--- src/rtl/manch_pkg.sv ---
// Manchester line-code constants and decoder state encoding,
// shared between the encoder and decoder sides of the link.
package manch_pkg;

    typedef enum logic [1:0] {
        IDLE,
        FIRST,
        SECOND,
        HOLD
    } state_t;

    localparam logic       MANCH_IDLE_LVL = 1'b0;
    localparam logic [1:0] MANCH_ONE      = 2'b01;
    localparam logic [1:0] MANCH_ZERO     = 2'b10;

    function automatic logic manch_pair_ok(input logic [1:0] pair);
        return (pair == MANCH_ONE) || (pair == MANCH_ZERO);
    endfunction

endpackage

--- src/rtl/manch_pair_dec.sv ---
// Combinational decode of one Manchester half-pair into a data bit
// and a symbol-valid flag (00 and 11 are not legal symbols).
module manch_pair_dec
    import manch_pkg::*;
(
    input  logic half0,
    input  logic half1,
    output logic dbit,
    output logic valid
);

    assign dbit  = half1;
    assign valid = manch_pair_ok({half0, half1});

endmodule

--- src/rtl/manch_dec.sv ---
// Manchester decoder on clk_2x: recovers an N-bit word LSB first.
// Define MANCH_DEC_ERR_EN to add the code_err invalid-symbol output.
module manch_dec
    import manch_pkg::*;
#(
    parameter int N = 9
) (
    input  logic         clk_2x,
    input  logic         rst,
    input  logic         go,
    input  logic         enc_ser_in,
    output logic [N-1:0] data_out,
    output logic         done,
    output logic         busy
`ifdef MANCH_DEC_ERR_EN
    ,
    output logic         code_err
`endif
);

    localparam int CW = $clog2(N);

    state_t         state;
    state_t         nxt;
    logic [CW-1:0]  cnt;
    logic [N-1:0]   shreg;
    logic [N-1:0]   shifted;
    logic           half0;
    logic           go_q;
    logic           pair_bit;
    logic           last;
    logic           nxt_busy;

`ifdef MANCH_DEC_ERR_EN
    logic pair_valid;
    logic err_flag;

    manch_pair_dec u_pair (
        .half0 (half0),
        .half1 (enc_ser_in),
        .dbit  (pair_bit),
        .valid (pair_valid)
    );
`else
    manch_pair_dec u_pair (
        .half0 (half0),
        .half1 (enc_ser_in),
        .dbit  (pair_bit),
        .valid ()
    );
`endif

    assign shifted  = {pair_bit, shreg[N-1:1]};
    assign last     = (state == SECOND) && go
                      && (cnt == CW'(N - 1));
    assign nxt_busy = (nxt == FIRST) || (nxt == SECOND);

    always_comb begin
        nxt = state;
        unique case (state)
            IDLE:    if (go && !go_q) nxt = FIRST;
            FIRST:   nxt = go ? SECOND : IDLE;
            SECOND: begin
                if (!go)       nxt = IDLE;
                else if (last) nxt = HOLD;
                else           nxt = FIRST;
            end
            HOLD:    if (!go) nxt = IDLE;
            default: nxt = IDLE;
        endcase
    end

    // go_q resets high so a go still asserted across reset
    // must drop and rise again before a frame can start.
    always_ff @(posedge clk_2x or posedge rst) begin
        if (rst) begin
            state    <= IDLE;
            go_q     <= 1'b1;
            half0    <= MANCH_IDLE_LVL;
            cnt      <= '0;
            shreg    <= '0;
            data_out <= '0;
            done     <= 1'b0;
            busy     <= 1'b0;
        end else begin
            state <= nxt;
            go_q  <= go;
            done  <= last;
            busy  <= nxt_busy;
            if ((state == FIRST) && go) begin
                half0 <= enc_ser_in;
            end
            if ((state == SECOND) && go) begin
                shreg <= shifted;
                cnt   <= cnt + CW'(1);
                if (last) data_out <= shifted;
            end
            if (!nxt_busy) begin
                cnt   <= '0;
                shreg <= '0;
            end
        end
    end

`ifdef MANCH_DEC_ERR_EN
    always_ff @(posedge clk_2x or posedge rst) begin
        if (rst) begin
            err_flag <= 1'b0;
            code_err <= 1'b0;
        end else begin
            code_err <= last && (err_flag || !pair_valid);
            if (state == IDLE) begin
                err_flag <= 1'b0;
            end else if ((state == SECOND) && go && !pair_valid) begin
                err_flag <= 1'b1;
            end
        end
    end
`endif

endmodule

--- config.mk ---
export PLATFORM = sky130hd
export DESIGN_NAME = manch_dec
export DESIGN_NICKNAME = d
export VERILOG_FILES = /design/src/rtl/manch_pkg.sv /design/src/rtl/manch_pair_dec.sv /design/src/rtl/manch_dec.sv
export SDC_FILE = /design/constraint.sdc
export NUM_CORES = 1
export LEC_CHECK = 0
export CORE_MARGIN = 1
export CORE_UTILIZATION = 45
export DETAILED_ROUTE_END_ITERATION = 10
export HOLD_SLACK_MARGIN = 0.05
export MAX_ROUTING_LAYER = met4
export PLACE_DENSITY = 0.68
export SKIP_CTS_REPAIR_TIMING = 1
export SLEW_MARGIN = 10
export SYNTH_ARGS = -nofsm -noshare
export SYNTH_HDL_FRONTEND = slang
export SYNTH_SLANG_ARGS = --single-unit
--- constraint.sdc ---
create_clock -name clk_2x -period 4.1 [get_ports clk_2x]
set_input_delay 0.41 -clock clk_2x [delete_from_list [all_inputs] [get_ports clk_2x]]
set_output_delay 0.41 -clock clk_2x [all_outputs]
set_load 0.005 [all_outputs]
==> impl_metrics.yaml, run 1 <==
routing:
  ant_nets: 0
  avgRoutedWirePerCell_um: 13.2
  viasPerCell: 5.21
  drc_errors: 0
  routed_wl_um: 1670
  vias: 657
  drtPass1Iterations: 4
  drt_iter0_markers: 9
critical_path:
  crit_type: "input pin to flip-flop"
  worst_setup_path_start_kind: "input pin"
  worstPathRequired_ns: 4.32
  endpoint_kind: "flip-flop"
  slowest_stage: "clkdlybuf4s50_1"
  crit_path_cell_trace: "clkdlybuf4s50_1 > nand3b_4 > nor3_4 > mux2_2"
  cp_slowest_stage_delay_ns: 0.60
  path_max_fanout: 13
  worstPathArrival_ns: 2.15
layout:
  nNetsFinal: 105
  area_delta_synth_final_pct: 18.4
  drive_gt1_frac: 0.173
  fillers: 198
  final_cell_area_um2: 1300
  final_common_cell: "dfrtp_1"
  final_cell_mix: "dfrtp_1, clkdlybuf4s50_1, nor3_1"
  finalNonFillerCells: 126
  antenna-diode-count: 0
sta:
  hold_viol_final: 0
  fmax_mhz: 518
  tightest_slew_ns: 0.931
  skew_ns: 0.00321
  rsz0062_at_grt: "false"
  tns_ns: 0
  slew_viol_final: 0
  post-route-period-util: 0.471
  maxSlewHeadroom: 0.379
  setup_viol: 0
  finalCriticalPeriod_ns: 1.93
floorplan:
  dieArea_um2: 2640
  coreArea_um2: 2250
  num_rows: 17
  start_util: 0.486
  ios: 15
  die_x_um: 51.4
  die_h_um: 51.4
cts:
  clk_pin_slew_worst_paths_ns: 0.14
  cts.path.max_buffers: 2
  htreeDepth: 1
  cts_tree: "yes"
  cts_num_sinks: 26
  cts-buffers-inserted: 3
  root_buffer: "clkbuf_4"
  clk_latency_ns: 0.32
placement:
  io_buffers: 14
  dpl.hpwl_um: 1090
  place_congestion: 0.693
  dp.cells: 122
  place_area_um2: 1260
logic_synthesis:
  synthFlopType: "dfrtp_1"
  yosysSeqAreaShare: 0.595
  synth_seq_cells: 26
  synth_top_area_frac: 0.571
  yosysWarnings: 0
  netlist_top_cells_area: "dfrtp_1, mux2_2, mux2i_1, nor3_1, dfstp_2"
  async_flop_share: 1.00
  postSynthCellCount: 82
  syn_nets: 88
  synth_cell_types: 25
  yosys.area.top_type: "dfrtp_1"
  avgSynthCellArea_um2: 13.4
  syn_area_um2: 1100
  synth_edf_count: 0
power_and_ir_drop:
  power-per-cell-area_nw_per_um2: 319
  power_leakage_nw: 0.651
  ir_drop_mv: 0.178
global_route:
  overflow: 0
  grt_usage: 0.151
  grt_pass1_vias: 624
  grt_max_degree: 27
  grt_pass1_wl_um: 2840
  antenna_found_initial: 0
hold_path:
  hold_class: "flip-flop to flip-flop"
run_status:
  outcome: "finished clean"
flow_run:
  maxCapViolCount: 0
## cells in the mapped netlist (2+ instances only)
| cell | n |
|---|---|
| nor2_1 | 2 |
| o21a_1 | 2 |
| mux2i_1 | 9 |
| buf_2 | 2 |
| nor3_1 | 11 |
| ha_1 | 2 |
| inv_1 | 4 |
| mux2_2 | 9 |
| dfrtp_1 | 25 |
## final cells by class
cell class | count | area, um^2 | share of cell area
clock buffer | 4 | 36.3 | 0.0280
multi-input combinational | 49 | 412 | 0.317
tap | 28 | 35.0 | 0.0270
sequential | 26 | 652 | 0.502
timing repair buffer | 15 | 148 | 0.114
inverter | 4 | 15.0 | 0.0116
## state kept, by name, indices dropped and copies added (netlist names)
signal	cells
shreg	8
done	1
busy	1
data_out	9
cnt	4
go_q	1
state	2
## worst max-delay path, delay by kind of cell
| kind | cells | cell delay (ns) |
|---|---|---|
| muxes | 1 | 0.39 |
| and+or+nand+nor | 2 | 0.74 |
| buffers and inverters | 1 | 0.60 |
## path summary, 6_finish.rpt
check / startpoint / endpoint / slack [ns] / cells after the start
setup / recovery: go / data_out[3] / 2.17 / 4
hold / removal: shreg[1] / data_out[0] / 0.52 / 1
setup reg to reg: state[0] / data_out[3] / 2.36 / 3
hold reg to reg: shreg[1] / data_out[0] / 0.52 / 1
max in group asynchronous: rst / shreg[4] / 2.96 / 2
min in group asynchronous: rst / shreg[8] / 0.57 / 2
## per-stage QoR
stage,total power [mW],setup slack [ns],hold slack [ns],util
2_1_floorplan,0.281,2.57,0.414,-
3_3_place_gp,0.290,1.86,0.493,0.559
3_5_place_dp,0.290,1.82,0.494,0.559
4_1_cts,0.417,2.16,0.524,0.575
5_1_grt,0.428,2.09,0.535,0.575
6_report,0.414,2.17,0.522,0.575
## routing by layer
metal | GRT usage | vias to the layer above | wire length (um)
met5 | - | - | 0
met4 | 0.0676 | 0 | 12
met3 | 0.0357 | 2 | 58
met2 | 0.206 | 12 | 693
met1 | 0.213 | 323 | 900
li1 | - | 320 | -
## power breakdown
part	switching, mW	internal, mW
combinational	0.0131	0.00919
sequential	0.00267	0.260
clock	0.0753	0.0543
## logic make-up after synthesis
group           share of synthesized area
mux                                 0.175
fa+ha+maj                          0.0228
simple gates                        0.126
xor+xnor                           0.0160
flops                               0.595
buf+inv                            0.0297
compound gates                     0.0365
Note: power is estimated with default switching activity, not from simulation.
==> run 2: changes to the inputs <==
--- a/config.mk
+++ b/config.mk
@@ -10,7 +10,7 @@
 export DETAILED_ROUTE_END_ITERATION = 10
 export HOLD_SLACK_MARGIN = 0.05
 export MAX_ROUTING_LAYER = met4
-export PLACE_DENSITY = 0.68
+export PLACE_DENSITY = 0.7
 export SKIP_CTS_REPAIR_TIMING = 1
 export SLEW_MARGIN = 10
 export SYNTH_ARGS = -nofsm -noshare
==> constraint.sdc (replaced) <==
create_clock -name clk_2x -period 1.6 [get_ports clk_2x]
set_input_delay 0.16 -clock clk_2x [delete_from_list [all_inputs] [get_ports clk_2x]]
set_output_delay 0.16 -clock clk_2x [all_outputs]
set_load 0.005 [all_outputs]
==> impl_metrics.yaml, run 2 (synthesized netlist as in run 1, its figures left out) <==
layout:
  final_common_cell: "dfrtp_1"
  largest_registers: "data_out: 9 flops, shreg: 8 flops, cnt: 4 flops"
  final_cell_mix: "dfrtp_1, clkdlybuf4s50_1, nor3_1"
  nNetsFinal: 113
  final_cell_area_um2: 1380
  antenna-diode-count: 0
  area_delta_synth_final_pct: 25.8
  fillers: 212
  largest_reg_flops: 9
  final_util: 0.612
  top_register: "data_out"
  drive_gt1_frac: 0.245
critical_path:
  rr_startpoint: "cnt[0]"
  worstPathRequired_ns: 1.82
  worst_setup_path_start_kind: "flip-flop"
  crit_path_cell_trace: "inv_1 > ha_1 > nand2_1 > nor3_4 > buf_4 > mux2_2"
  crit_type: "flip-flop to flip-flop"
  endpoint_kind: "flip-flop"
  worstPathArrival_ns: 1.75
  slowest_stage: "dfrtp_1"
  cp_slowest_stage_delay_ns: 0.42
  critPathLaunch: "cnt[0]"
  path_max_fanout: 6
sta:
  fmax_mhz: 654
  slew_viol_final: 0
  whs_ns: 0.134
  finalCriticalPeriod_ns: 1.53
  tightest_slew_ns: 0.257
  maxSlewHeadroom: 0.829
  setup_viol: 0
  hold_viol_final: 0
  post-route-period-util: 0.955
  fin_ws_ns: 0.0721
  skew_ns: 0.00418
power_and_ir_drop:
  ir_drop_mv: 0.723
  power-per-cell-area_nw_per_um2: 855
  power_leakage_nw: 0.700
  p_total_mw: 1.18
routing:
  avgRoutedWirePerCell_um: 13.8
  ant_nets: 0
  vias: 708
  routed_wl_um: 1850
  drtPass1Iterations: 3
  viasPerCell: 5.28
  drt_iter0_markers: 8
  drc_errors: 0
cts:
  clk_pin_slew_worst_paths_ns: 0.14
  cts-buffers-inserted: 3
  htreeDepth: 1
  cts.path.max_buffers: 2
  clk_latency_ns: 0.31
  root_buffer: "clkbuf_4"
  cts_tree: "yes"
  cts_num_sinks: 26
placement:
  dpl.hpwl_um: 1300
  place_ws_ns: 0.0395
  place_congestion: 0.848
  place_area_um2: 1310
  io_buffers: 14
floorplan:
  die_h_um: 51.4
  dieArea_um2: 2640
  ios: 15
  start_util: 0.486
  num_rows: 17
  die_x_um: 51.4
  coreArea_um2: 2250
hold_path:
  hold_class: "input pin to async pin"
flow_run:
  maxCapViolCount: 0
global_route:
  grt_max_degree: 16
  grt_usage: 0.174
  grt_pass1_wl_um: 3240
  antenna_found_initial: 0
  grt_pass1_vias: 729
  overflow: 0
run_status:
  outcome: "finished clean"
-- run 2: worst paths after layout --
kind | slack (ns) | end | depth (start not counted)
worst max-delay path | 0.07 | data_out[3] | 6
worst min-delay path | 0.13 | data_out[6] | 3
worst max register to register | 0.07 | data_out[3] | 6
worst min register to register | 0.52 | data_out[2] | 1
max in group asynchronous | 1.20 | go_q | 3
min in group clk_2x | 0.47 | shreg[8] | 3
-- run 2: final cells by class --
type / count / area, um^2 / area share
repair buffers: 23 / 211 / 0.153
clock buffers: 3 / 22.5 / 0.0163
inverters: 4 / 15.0 / 0.0109
well taps: 28 / 35.0 / 0.0254
clock inverters: 1 / 30.0 / 0.0218
flip-flops and latches: 26 / 652 / 0.473
multi-input cells: 49 / 413 / 0.299
-- run 2: power by group --
group / leakage (nW) / switching (mW) / internal [mW] / total, mW
Combinational: 0.315 / 0.0357 / 0.0305 / 0.0662
Sequential: 0.357 / 0.00744 / 0.665 / 0.673
Clock: 0.0279 / 0.188 / 0.253 / 0.441
Total: 0.700 / 0.231 / 0.949 / 1.18
-- run 2: metal layers --
layer  up-vias  GRT usage  routed length (um)
li1        334          -                   -
met1       360      0.218                 853
met2        12      0.279                 919
met3         2     0.0357                  53
met4         0     0.0676                  21
met5         -          -                   0
-- run 2: metrics by stage --
| step | instances | setup TNS (ns) |
|---|---|---|
| 2_1_floorplan | 82 | 0 |
| 3_3_place_gp | 128 | 0 |
| 3_5_place_dp | 128 | 0 |
| 4_1_cts | 132 | 0 |
| 5_1_grt | 134 | -0.00235 |
| 6_report | 134 | 0 |
-- run 2: critical path, delay by kind of cell, from the launching register on --
kind	cells	cell delay, ns
fa+ha+maj	1	0.18
simple gates	2	0.24
mux	1	0.33
flops	1	0.42
buf+inv	2	0.27
==> RTL change, RTL diff (flow settings as in run 2) <==
Register the output `done` once more; this adds one clock of latency there. The other outputs are not delayed to match.
--- a/src/rtl/manch_dec.sv
+++ b/src/rtl/manch_dec.sv
@@ -21,2 +21,4 @@
     localparam int CW = $clog2(N);
+
+    logic done_s0;
 
@@ -82,3 +84,3 @@
             data_out <= '0;
-            done     <= 1'b0;
+            done_s0  <= 1'b0;
             busy     <= 1'b0;
@@ -87,3 +89,3 @@
             go_q  <= go;
-            done  <= last;
+            done_s0 <= last;
             busy  <= nxt_busy;
@@ -120,2 +122,6 @@
 
+    always_ff @(posedge clk_2x) begin
+        done <= done_s0;
+    end
+
 endmodule
Check against the original RTL: no difference found for any inputs over 10 cycles, from zero or initial values and one cycle with rst high; that may be too few to reach the edited logic, so the function may still have changed.
==> RTL change against run 2 <==
Global-route usage is 0.82 points lower. Routed wire length fell by 1.6%. Design area decreased by 1.5%. Sequential share of layout area rose by 2.2 points. Power decreased by 11%. Worst setup slack improved by 0.024 ns. Sequential cell count increased by 1. Synthesized area is 1.8% higher. Highest routed layer unchanged.
==> RTL change: results (changes against run 2) <==
The flow ran to the end, and the final reports show no timing, DRC or antenna violations. For the global routing usage on met3, the log shows 4.386% (+0.81 points). For the total global routing track utilization, the log shows 16.61% (-0.82 points). The met1 wire length was 808 microns (-5.3%).

The largest fanout on the critical path is 4 (-2). Maximum number of pins on one net before global-route repair: 27 (+11). The wire length of the first global-routing pass was 3153 microns (-2.8%); the transition time at the pin with the least slew margin was 0.3141 ns (+0.05737 ns). The synthesized netlist cell count was 83 (+1.2%). The power in combinational cells is 0.0000635 W (-4.1%), and the met1 layer usage reported by global route is 20.15% (-1.7 points).

The final worst clock skew is 0.003250 ns (-0.0009329 ns). The tools report the iteration-0 DRC count of the detailed router as 4 (-4). The worst hold margin is 0.1815 ns (+0.04703 ns), and the post-placement cell area is 0.001326 sq mm (+1.5%). The area share of fa/ha/maj cells after synthesis is 2.242% (-0.041 points). The post-synthesis share of cell area spent on xor and xnor gates is 1.570% (-0.029 points), and the via count of the first global-routing pass is 731 (+0.27%). The mux cell area share after synthesis is 17.15% (-0.31 points).

The tools report the final-stage net count as 112 (-0.88%). The fraction of the mapped netlist area in compound gates is 3.587% (-0.066 points), and the routing usage on met2 is 27.71% (-0.15 points). The sequential cell area fraction in the yosys report came out at 60.20% (+0.73 points). The number of filler cells placed in the layout is 177 (-17%), and the post-detailed-route via-to-cell ratio is 5.263 (-0.39%).
==> RTL change: worst min-delay path: cells and delay by family <==
family,cells,cell delay (ns)
buffers and inverters,3,0.76
==> RTL change: per-stage QoR <==
stage	power, W	std cells
6_report	0.001051	133
5_1_grt	0.001094	133
4_1_cts	0.001061	133
3_5_place_dp	0.0007742	129
3_3_place_gp	0.0007726	129
2_1_floorplan	0.0007448	83
==> RTL change: cell families (layout without fill, tap and decap cells) <==
kind of cell | after synthesis | in the layout
fa+ha+maj | 2 | 2
buf+inv | 7 | 29
flops | 27 | 27
mux | 18 | 18
compound gates | 6 | 6
simple gates | 21 | 21
xor+xnor | 2 | 2
==> RTL change: layout make-up <==
| type | count | area share (%) |
|---|---|---|
| flip-flops and latches | 27 | 49.45 |
| multi-input cells | 49 | 30.39 |
| repair buffers | 21 | 14.46 |
| well taps | 28 | 2.578 |
| clock buffers | 3 | 1.657 |
| inverters | 4 | 1.105 |
| clock inverters | 1 | 0.3683 |
